File: config.mk
export PLATFORM = sky130hd
export DESIGN_NAME = cpu_alu_mc
export DESIGN_NICKNAME = d
export VERILOG_FILES = /design/src/rtl/cpu_alu_mc.sv
export SDC_FILE = /design/constraint.sdc
export NUM_CORES = 2
export LEC_CHECK = 0
export ABC_CLOCK_PERIOD_IN_PS = 9200
export CAP_MARGIN = 20
export CORE_ASPECT_RATIO = 0.9
export CORE_MARGIN = 1
export CORE_UTILIZATION = 40
export DETAILED_ROUTE_END_ITERATION = 6
export HOLD_SLACK_MARGIN = 0.05
export PLACE_DENSITY = 0.57
export REMOVE_ABC_BUFFERS = 1
export SLEW_MARGIN = 20
export SYNTH_ARGS = -nofsm -noshare
export SYNTH_HDL_FRONTEND = slang
export SYNTH_SLANG_ARGS = --single-unit
export TNS_END_PERCENT = 100
File: constraint.sdc
create_clock -name i_clk -period 9.2 [get_ports i_clk]
set_input_delay 1.84 -clock i_clk [delete_from_list [all_inputs] [get_ports i_clk]]
set_output_delay 1.84 -clock i_clk [all_outputs]
set_load 0.1 [all_outputs]
File: src/rtl/cpu_alu_mc.sv
// cpu_alu_mc: multi-cycle integer execute unit (base ALU, iterative RV32M
// multiply/divide, optional bit-serial shifter) with valid/ready on both sides.
// Ports:
//   i_clk, i_rst_n         clock, asynchronous active-low reset
//   i_flush                synchronous abort of any in-flight op
//   i_valid/o_ready        request handshake (o_ready only in IDLE)
//   i_op, i_op_a, i_op_b   opcode and operands, latched on accept
//   o_valid/i_ready        result handshake (o_valid only in DONE)
//   o_out, o_null_out      registered result and its zero flag
//   o_ops_eq/lt/ltu        combinational compares of the live operands
module cpu_alu_mc #(
  parameter int unsigned p_xlen         = 32,
  parameter bit          p_ext_rvm      = 1'b1,
  parameter bit          p_serial_shift = 1'b0
) (
  input  logic              i_clk,
  input  logic              i_rst_n,
  input  logic              i_flush,
  input  logic              i_valid,
  output logic              o_ready,
  input  logic [4:0]        i_op,
  input  logic [p_xlen-1:0] i_op_a,
  input  logic [p_xlen-1:0] i_op_b,
  output logic              o_valid,
  input  logic              i_ready,
  output logic [p_xlen-1:0] o_out,
  output logic              o_null_out,
  output logic              o_ops_eq,
  output logic              o_ops_lt,
  output logic              o_ops_ltu
);

  localparam int unsigned LP_SHW = $clog2(p_xlen);
  localparam int unsigned LP_CW  = LP_SHW + 1;
  localparam int unsigned LP_PW  = 2 * p_xlen;
  localparam logic [p_xlen-1:0] LP_MIN = {1'b1, {(p_xlen-1){1'b0}}};

  localparam logic [2:0] S_IDLE  = 3'd0;
  localparam logic [2:0] S_SHIFT = 3'd1;
  localparam logic [2:0] S_MUL   = 3'd2;
  localparam logic [2:0] S_DIV   = 3'd3;
  localparam logic [2:0] S_DONE  = 3'd4;

  logic [2:0]        state_q, state_d;
  logic [LP_CW-1:0]  cnt_q, cnt_d;
  logic [4:0]        op_q, op_d;
  logic [p_xlen-1:0] opb_q, opb_d;     // multiplicand / divisor magnitude
  logic [LP_PW-1:0]  prod_q, prod_d;   // {hi, lo} work register shared by all iterative ops
  logic              negq_q, negq_d;   // negate product / quotient on exit
  logic              negr_q, negr_d;   // negate remainder on exit
  logic [p_xlen-1:0] out_q, out_d;
  logic              null_q, ready_q, valid_q;

  // Request decode and operand magnitudes
  logic              in_shift, in_mul, in_div, sa_in, sb_in, neg_a, neg_b;
  logic              b_zero, div_ovf;
  logic [LP_SHW-1:0] shamt;
  logic [p_xlen-1:0] mag_a, mag_b;

  assign in_shift = (i_op == 5'd7) || (i_op == 5'd8) || (i_op == 5'd9);
  assign in_mul   = p_ext_rvm && (i_op[4:2] == 3'b100);
  assign in_div   = p_ext_rvm && (i_op[4:2] == 3'b101);
  assign sa_in    = in_mul ? (i_op[1:0] != 2'b11) : ~i_op[0];
  assign sb_in    = in_mul ? ~i_op[1] : ~i_op[0];
  assign neg_a    = sa_in & i_op_a[p_xlen-1];
  assign neg_b    = sb_in & i_op_b[p_xlen-1];
  assign mag_a    = neg_a ? -i_op_a : i_op_a;
  assign mag_b    = neg_b ? -i_op_b : i_op_b;
  assign shamt    = i_op_b[LP_SHW-1:0];
  assign b_zero   = (i_op_b == '0);
  assign div_ovf  = ~i_op[0] & (i_op_a == LP_MIN) & (&i_op_b);

  // Single-cycle base operations; unknown codes yield zero
  function automatic logic [p_xlen-1:0] f_base(input logic [4:0] op,
                                               input logic [p_xlen-1:0] a,
                                               input logic [p_xlen-1:0] b);
    logic [LP_SHW-1:0] sh;
    sh = b[LP_SHW-1:0];
    case (op)
      5'd0:    f_base = a + b;
      5'd1:    f_base = a - b;
      5'd2:    f_base = a & b;
      5'd3:    f_base = a | b;
      5'd4:    f_base = a ^ b;
      5'd5:    f_base = {{(p_xlen-1){1'b0}}, $signed(a) < $signed(b)};
      5'd6:    f_base = {{(p_xlen-1){1'b0}}, a < b};
      5'd7:    f_base = a << sh;
      5'd8:    f_base = a >> sh;
      5'd9:    f_base = $signed(a) >>> sh;
      5'd10:   f_base = a;
      5'd11:   f_base = b;
      default: f_base = '0;
    endcase
  endfunction

  // Shift-add multiply step: add multiplicand on lsb, then shift right
  logic [p_xlen:0]       mul_sum;
  logic [LP_PW-1:0]      mul_next, mul_fix;
  logic [p_xlen-1:0]     mul_res;
  assign mul_sum  = {1'b0, prod_q[LP_PW-1:p_xlen]} + (prod_q[0] ? {1'b0, opb_q} : '0);
  assign mul_next = {mul_sum, prod_q[p_xlen-1:1]};
  assign mul_fix  = negq_q ? -mul_next : mul_next;
  assign mul_res  = (op_q[1:0] == 2'b00) ? mul_fix[p_xlen-1:0] : mul_fix[LP_PW-1:p_xlen];

  // Restoring divide step: shift {rem, quot} left, trial-subtract divisor
  logic [p_xlen:0]   div_sh, div_diff;
  logic              div_ok;
  logic [LP_PW-1:0]  div_next;
  logic [p_xlen-1:0] div_quo, div_rem, div_res;
  assign div_sh   = prod_q[LP_PW-1:p_xlen-1];
  assign div_diff = div_sh - {1'b0, opb_q};
  assign div_ok   = ~div_diff[p_xlen];
  assign div_next = {(div_ok ? div_diff[p_xlen-1:0] : div_sh[p_xlen-1:0]),
                     prod_q[p_xlen-2:0], div_ok};
  assign div_quo  = div_next[p_xlen-1:0];
  assign div_rem  = div_next[LP_PW-1:p_xlen];
  assign div_res  = op_q[1] ? (negr_q ? -div_rem : div_rem) : (negq_q ? -div_quo : div_quo);

  // One-bit serial shift step
  logic [p_xlen-1:0] sh_v, sh_next;
  assign sh_v    = prod_q[p_xlen-1:0];
  assign sh_next = (op_q == 5'd7) ? {sh_v[p_xlen-2:0], 1'b0} :
                   (op_q == 5'd8) ? {1'b0, sh_v[p_xlen-1:1]} :
                                    {sh_v[p_xlen-1], sh_v[p_xlen-1:1]};

  // Next-state and datapath
  always_comb begin
    state_d = state_q;
    cnt_d   = cnt_q;
    op_d    = op_q;
    opb_d   = opb_q;
    prod_d  = prod_q;
    negq_d  = negq_q;
    negr_d  = negr_q;
    out_d   = out_q;
    if (i_flush) begin
      state_d = S_IDLE;
    end else begin
      case (state_q)
        S_IDLE: begin
          if (i_valid) begin
            op_d    = i_op;
            state_d = S_DONE;
            if (in_shift && p_serial_shift) begin
              if (shamt == '0) begin
                out_d = i_op_a;
              end else begin
                state_d = S_SHIFT;
                cnt_d   = LP_CW'(shamt);
                prod_d  = {{p_xlen{1'b0}}, i_op_a};
              end
            end else if (in_mul) begin
              state_d = S_MUL;
              cnt_d   = LP_CW'(p_xlen);
              prod_d  = {{p_xlen{1'b0}}, mag_a};
              opb_d   = mag_b;
              negq_d  = neg_a ^ neg_b;
            end else if (in_div) begin
              if (b_zero) begin
                out_d = i_op[1] ? i_op_a : '1;
              end else if (div_ovf) begin
                out_d = i_op[1] ? '0 : i_op_a;
              end else begin
                state_d = S_DIV;
                cnt_d   = LP_CW'(p_xlen);
                prod_d  = {{p_xlen{1'b0}}, mag_a};
                opb_d   = mag_b;
                negq_d  = neg_a ^ neg_b;
                negr_d  = neg_a;
              end
            end else begin
              out_d = f_base(i_op, i_op_a, i_op_b);
            end
          end
        end
        S_SHIFT: begin
          prod_d = {{p_xlen{1'b0}}, sh_next};
          cnt_d  = cnt_q - LP_CW'(1);
          if (cnt_q == LP_CW'(1)) begin
            out_d   = sh_next;
            state_d = S_DONE;
          end
        end
        S_MUL: begin
          prod_d = mul_next;
          cnt_d  = cnt_q - LP_CW'(1);
          if (cnt_q == LP_CW'(1)) begin
            out_d   = mul_res;
            state_d = S_DONE;
          end
        end
        S_DIV: begin
          prod_d = div_next;
          cnt_d  = cnt_q - LP_CW'(1);
          if (cnt_q == LP_CW'(1)) begin
            out_d   = div_res;
            state_d = S_DONE;
          end
        end
        S_DONE: begin
          if (i_ready) state_d = S_IDLE;
        end
        default: state_d = S_IDLE;
      endcase
    end
  end

  // State and output registers
  always_ff @(posedge i_clk or negedge i_rst_n) begin
    if (!i_rst_n) begin
      state_q <= S_IDLE;
      cnt_q   <= '0;
      op_q    <= '0;
      opb_q   <= '0;
      prod_q  <= '0;
      negq_q  <= 1'b0;
      negr_q  <= 1'b0;
      out_q   <= '0;
      null_q  <= 1'b1;
      ready_q <= 1'b1;
      valid_q <= 1'b0;
    end else begin
      state_q <= state_d;
      cnt_q   <= cnt_d;
      op_q    <= op_d;
      opb_q   <= opb_d;
      prod_q  <= prod_d;
      negq_q  <= negq_d;
      negr_q  <= negr_d;
      out_q   <= out_d;
      null_q  <= (out_d == '0);
      ready_q <= (state_d == S_IDLE);
      valid_q <= (state_d == S_DONE);
    end
  end

  assign o_ready    = ready_q;
  assign o_valid    = valid_q;
  assign o_out      = out_q;
  assign o_null_out = null_q;
  assign o_ops_eq   = (i_op_a == i_op_b);
  assign o_ops_lt   = ($signed(i_op_a) < $signed(i_op_b));
  assign o_ops_ltu  = (i_op_a < i_op_b);

endmodule

# After elaboration in Yosys (flattened, before gate mapping)

Cells that the tools add are included.

Multiplexer cells: 55
Reduce and logical (&&, ||, !) cells: 16
Add/subtract/negate cells: 10
Shift-type cells: 3
$lt $le $gt $ge: 2
Equality and inequality tests: 30
Bitwise logic cells: 15

Operator list:

| kind                   | number |
|---|---|
| $mux W32               | 25 |
| $mux W64               | 6 |
| $pmux W32 S12          | 1 |
| $pmux W64 S4           | 1 |
| $neg A32 Y32           | 4 |
| $pmux W32 S4           | 1 |
| $logic_not A32 Y1      | 2 |
| $lt A32 B32 Y1         | 2 |
| $neg A64 Y64           | 1 |
| $add A32 B32 Y33       | 1 |
| $sub A33 B32 Y33       | 1 |
| $add A32 B32 Y32       | 1 |
| $and A32 B32 Y32       | 1 |
| $eq A32 B32 Y1         | 1 |
| $eq A32 B32 Y1 const B | 1 |
| $or A32 B32 Y32        | 1 |
| $reduce_and A32 Y1     | 1 |
| $shl A32 B5 Y32        | 1 |
| $shr A32 B5 Y32        | 1 |
| $sshr A32 B5 Y32       | 1 |
| $sub A32 B32 Y32       | 1 |
| $xor A32 B32 Y32       | 1 |
| $mux W6                | 5 |
| $eq A5 B3 Y1 const B   | 5 |
| 26 further kinds       | 65 |

Output and inout port bits: 38
Register bits after elaboration: 147

# Longest topological paths before layout

Depth in word-level cells: 11
Gate-level depth with buffers: 32
Gate-level depth less buffers: 27

# Worst setup path before layout

OpenSTA, ideal clock, no wires.

Path kind: input-to-output
Start point: input i_op_b[3]
End point: output o_ops_lt
Setup slack: -0.220 ns
Required time: 7.360 ns
Data arrival time: 7.580 ns
Cell stages on the path: 15
Path buffers: 5
Cell sequence: clkbuf_1 > inv_2 > buf_1 > clkbuf_1 > clkbuf_1 > ha_1 > clkbuf_1 > nor2_1 > o211ai_1 > a2111oi_0 > o21bai_1 > a2111oi_0 > nor2_1 > o21a_1 > xor2_1

Word-level cells in the longest chain between the ends: 1

Ends and longest elaborated chain:

| what               | RTL line | text |
|---|---|---|
| start: declaration | 23       | `input logic [p_xlen-1:0] i_op_b,` |
| $lt A32 B32 Y1     | 242      | `assign o_ops_lt = ($signed(i_op_a) < $signed(i_op_b));` |
| end: declaration   | 29       | `output logic o_ops_lt,` |

No other way between the ends.

# Worst setup path in the final report

Start point: register prod_q[31]
End point: register null_q (netlist: o_null_out)

Word-level cells in the longest chain between the ends: 9
Elaborated cells between the ends (all ways): 19

Ends and longest elaborated chain:

| what                                   | RTL line | text |
|---|---|---|
| start: declaration                     | 48       | `logic [LP_PW-1:0] prod_q, prod_d;` |
| start signal: assignment               | 227      | `prod_q <= prod_d;` |
| $sub A33 B32 Y33                       | 111      | `assign div_diff = div_sh - {1'b0, opb_q};` |
| $mux W32 or $not A1 Y1 (tied branches) | 113, 112 |  |
| $neg A32 Y32                           | 117      | `assign div_res = op_q[1] ? (negr_q ? -div_rem : div_rem) : (negq_q ? -div_quo : div_quo);` |
| $mux W32 (2 in series)                 | 117      |  |
| $mux W32                               | 195      | `if (cnt_q == LP_CW'(1)) begin` |
| $pmux W32 S4 *                         | 139      | `case (state_q)` |
| $mux W32 *                             | 136      | `if (i_flush) begin` |
| $logic_not A32 Y1 *                    | 231      | `null_q <= (out_d == '0);` |
| end signal: assignment                 | 231      |  |
| end: declaration                       | 52       | `logic null_q, ready_q, valid_q;` |

Mark *: on every way between the ends. The rest lies on a longest branch, timed or not.
A chain may end at the register's enable or synchronous reset.

==> summary.md <==
| Metric | Value |
|---|---|
| Peak supply drop | `0.160 mV` |
| Area leader, netlist | `dfrtp_1` |
| 1st-iter DRT viols | `4721` |
| Startpoint Class | `flip-flop` |
| Setup tns final | `0 ns` |
| Most used DFF post-synth | `dfrtp_1` |
| Least-Margin Pin Slew | `approximately 1.2 ns` |
| Core area | `72000 um^2` |
| Post-cts hold buffer count | `0` |
| Pleak | `between 10 and 15 nW` |
| Postcts setup bufs | `0` |
| Final critical-path share of the clock period | `0.920` |
| Final Core Density | `0.443` |
| Area Growth Syn to Fin | `8.88%` |
| Pins Over Slew Limit | `0` |
| Min-Delay Path Class | `reg2reg` |
| Io pins | `around 110` |
| Post-synth EDFFs | `0` |
| H-tree depth | `4` |
| DP Wirelength | `approximately 130 mm` |
| Number of port buffers | `~110` |
| CTS Buf Count | `17` |
| Fin. Hold Viols | `0` |
| Inst Count DP | `slightly above 5000` |
| Share of layout cells above drive strength 1 | `0.0896` |
| PD cells | `around 190 nW/um^2` |
| Synth Register Bits | `approximately 150` |
| Reg-to-reg slack, setup | `0.73 ns` |
| Vias/cell | `7.01` |
| Crit path setup slack, layout | `approximately 0.73 ns` |
| Worst slack, placed | `0.983 ns` |
| Synthesized area | `just under 30000 um^2` |
| Fin nets | `around 4400` |
| Clk sinks | `approximately 150` |
| Starting Density | `0.407` |
| Yosys top cell area share | `0.124` |
| Max-Slew Margin vs Limit | `0.184` |
| # DRC | `0` |
| Mean post-synth cell area | `6.98 um^2` |
| CTS tree | `built` |
| Final setup viols | `0` |
| DIE AREA | `~74000 um^2` |
| Fmax achieved | `between 0.1 and 0.15 GHz` |
| First-pass DRT Iterations | `6` |
| Tmin final | `roughly 8.5 ns` |
| Grt ovf | `0` |
| Largest net degree at the start of global routing | `91` |
| WP data arrival | `just under 9 ns` |
| Antenna violations before repair | `7` |
| Sequential fraction of the synthesis area | `0.126` |
| Most frequent cells after synthesis | `408 x nor2_1, 395 x a21oi_1, 395 x nand2_1` |
| Number of global-route vias before repair | `around 33000` |
| Gpl congestion | `around 1.1` |
| Post-Syn Instances | `4201` |
| Routed wire length | `approximately 170 mm` |
| Setup Skew | `0.0161 ns` |
| Post-CTS sizing | `0` |
| Die W | `roughly 290 um` |
| CTS Root Cell | `clkbuf_16` |
| Post-route ant nets | `0` |
| RSZ-0062 raised after global routing | `no` |
| Clk pin slew, worst setup/hold paths | `0.07 ns` |
| Global-route wire length before repair | `239 mm` |
| Yosys Warn Count | `0` |
| Routed len/inst | `roughly 33 um` |
| Max cap viols | `0` |
| Clock Path Buffers | `2` |
| Count leader, synth | `nor2_1` |
| CP required | `between 9 and 10 ns` |
| Clk_lat worst skew | `0.47 ns` |
| Post-Layout Cell Count | `5083` |
| Via count | `about 36000` |
| Status | `finished clean` |
| Crit-path max FO | `10` |
| Die height | `~260 um` |
| Cell variety after synth | `108` |
| Crit end category | `flip-flop` |
| Hold Slack | `0.493 ns` |
| Cell row count | `93` |
| Crit path kind | `reg2reg` |
| Fill count | `roughly 7600` |
| Asr flop ratio synth | `1.00` |
| GRT Util Overall | `0.437` |
| Top post-synthesis cells by area | `dfrtp_1 12%, ha_1 7.2%, a21oi_1 6.7%` |
-- layout make-up --
cell class	count	area, um^2	share of cell area
diodes	3	7.51	0.000235
clock buffers	19	433	0.0136
clock inverters	13	154	0.00482
inverters	174	653	0.0205
multi-input cells	3533	23700	0.742
flip-flops and latches	147	3690	0.116
well taps	950	1190	0.0372
repair buffers	244	2110	0.0662
-- worst max-delay path, cell delays in order (launching register included) --
cell and delay [ns]:
dfrtp_1 0.38, inv_1 0.27, ha_1 0.31, inv_1 0.07, fa_1 0.42, a211oi_2 0.31, o211ai_1 0.29, a211oi_1 0.56
nor4_1 0.14, nor3_1 0.38, buf_4 0.21, nor2_4 0.03, inv_1 0.33, mux2i_1 0.38, ha_1 0.28, nand2_1 0.10
a221oi_1 0.33, o211ai_1 0.19, nor4_1 0.47, nor4b_1 0.53, nor2_1 0.22, o21ai_0 0.26, xor2_1 0.13, a2111oi_0 0.45
nand4bb_1 0.17, nor4b_2 0.66, nand4b_1 0.20, nor4_2 0.28
-- through the flow --
step	area, um^2	power [mW]
floorplan	27900	3.68
global placement	31300	5.10
detailed placement	31300	5.09
CTS	31900	5.86
global route	31900	6.32
finish	31900	6.03
-- routing by layer --
metal | vias to the layer above | share of wire | track usage
li1 | 15600 | - | -
met1 | 17000 | 0.39 | 0.553
met2 | 2477 | 0.43 | 0.668
met3 | 544 | 0.11 | 0.0939
met4 | 6 | 0.080 | 0.289
met5 | - | 0.00018 | 0
-- final timing paths --
| check | startpoint | to | cells after the start |
|---|---|---|---|
| min in group asynchronous | i_rst_n | prod_q[7] | 1 |
| setup / recovery | prod_q[31] | o_null_out | 27 |
| hold / removal | cnt_q[4] | cnt_q[4] | 1 |
| hold reg to reg | cnt_q[4] | cnt_q[4] | 1 |
| setup reg to reg | prod_q[31] | o_null_out | 27 |
| max in group asynchronous | i_rst_n | negq_q | 2 |
-- state kept, by name (all words and copies together) (netlist names) --
name / cells
o_out: 32
opb_q: 32
state_q: 3
negq_q: 1
o_valid: 1
o_ready: 1
negr_q: 1
cnt_q: 6
op_q: 5
o_null_out: 1
prod_q: 64
-- layout by cell type, fill, tap and decap left out, types with 51 or more instances in the layout --
cell | netlist | layout
nor3_1 | 122 | 119
nand3_1 | 100 | 99
nand2_1 | 395 | 394
ha_1 | 169 | 169
nor2_1 | 408 | 399
nand4_1 | 51 | 51
o21ai_0 | 340 | 338
a21oi_1 | 395 | 395
a22oi_1 | 53 | 53
inv_1 | 166 | 165
a211oi_1 | 71 | 71
a21o_1 | 62 | 62
o31ai_1 | 56 | 56
a31oi_1 | 69 | 69
mux2i_1 | 108 | 108
o211ai_1 | 64 | 64
buf_4 | 5 | 134
clkdlybuf4s50_1 | 0 | 101
mux2_2 | 57 | 57
dfrtp_1 | 145 | 143
xnor2_1 | 147 | 147
-- report_power, final --
part / internal [mW] / total, mW / leakage, nW / switching (mW)
Clock: 0.405 / 0.754 / 0.278 / 0.349
Combinational: 1.34 / 4.09 / 10.5 / 2.75
Sequential: 0.813 / 1.19 / 1.84 / 0.377
-- cells by family (layout without fill, tap and decap cells) --
kind of cell	after synthesis	after routing	share of synthesized area
AO/OA/AOI/OAI	1557	1557	0.350
XOR/XNOR	191	191	0.0571
adder cells (fa/ha/maj)	173	173	0.0749
buffers and inverters	521	450	0.0692
flip-flops	147	147	0.126
multiplexers	209	209	0.0926
other	0	3	0
AND/OR/NAND/NOR	1403	1403	0.230
No activity file was read; power rests on OpenSTA's default activity.
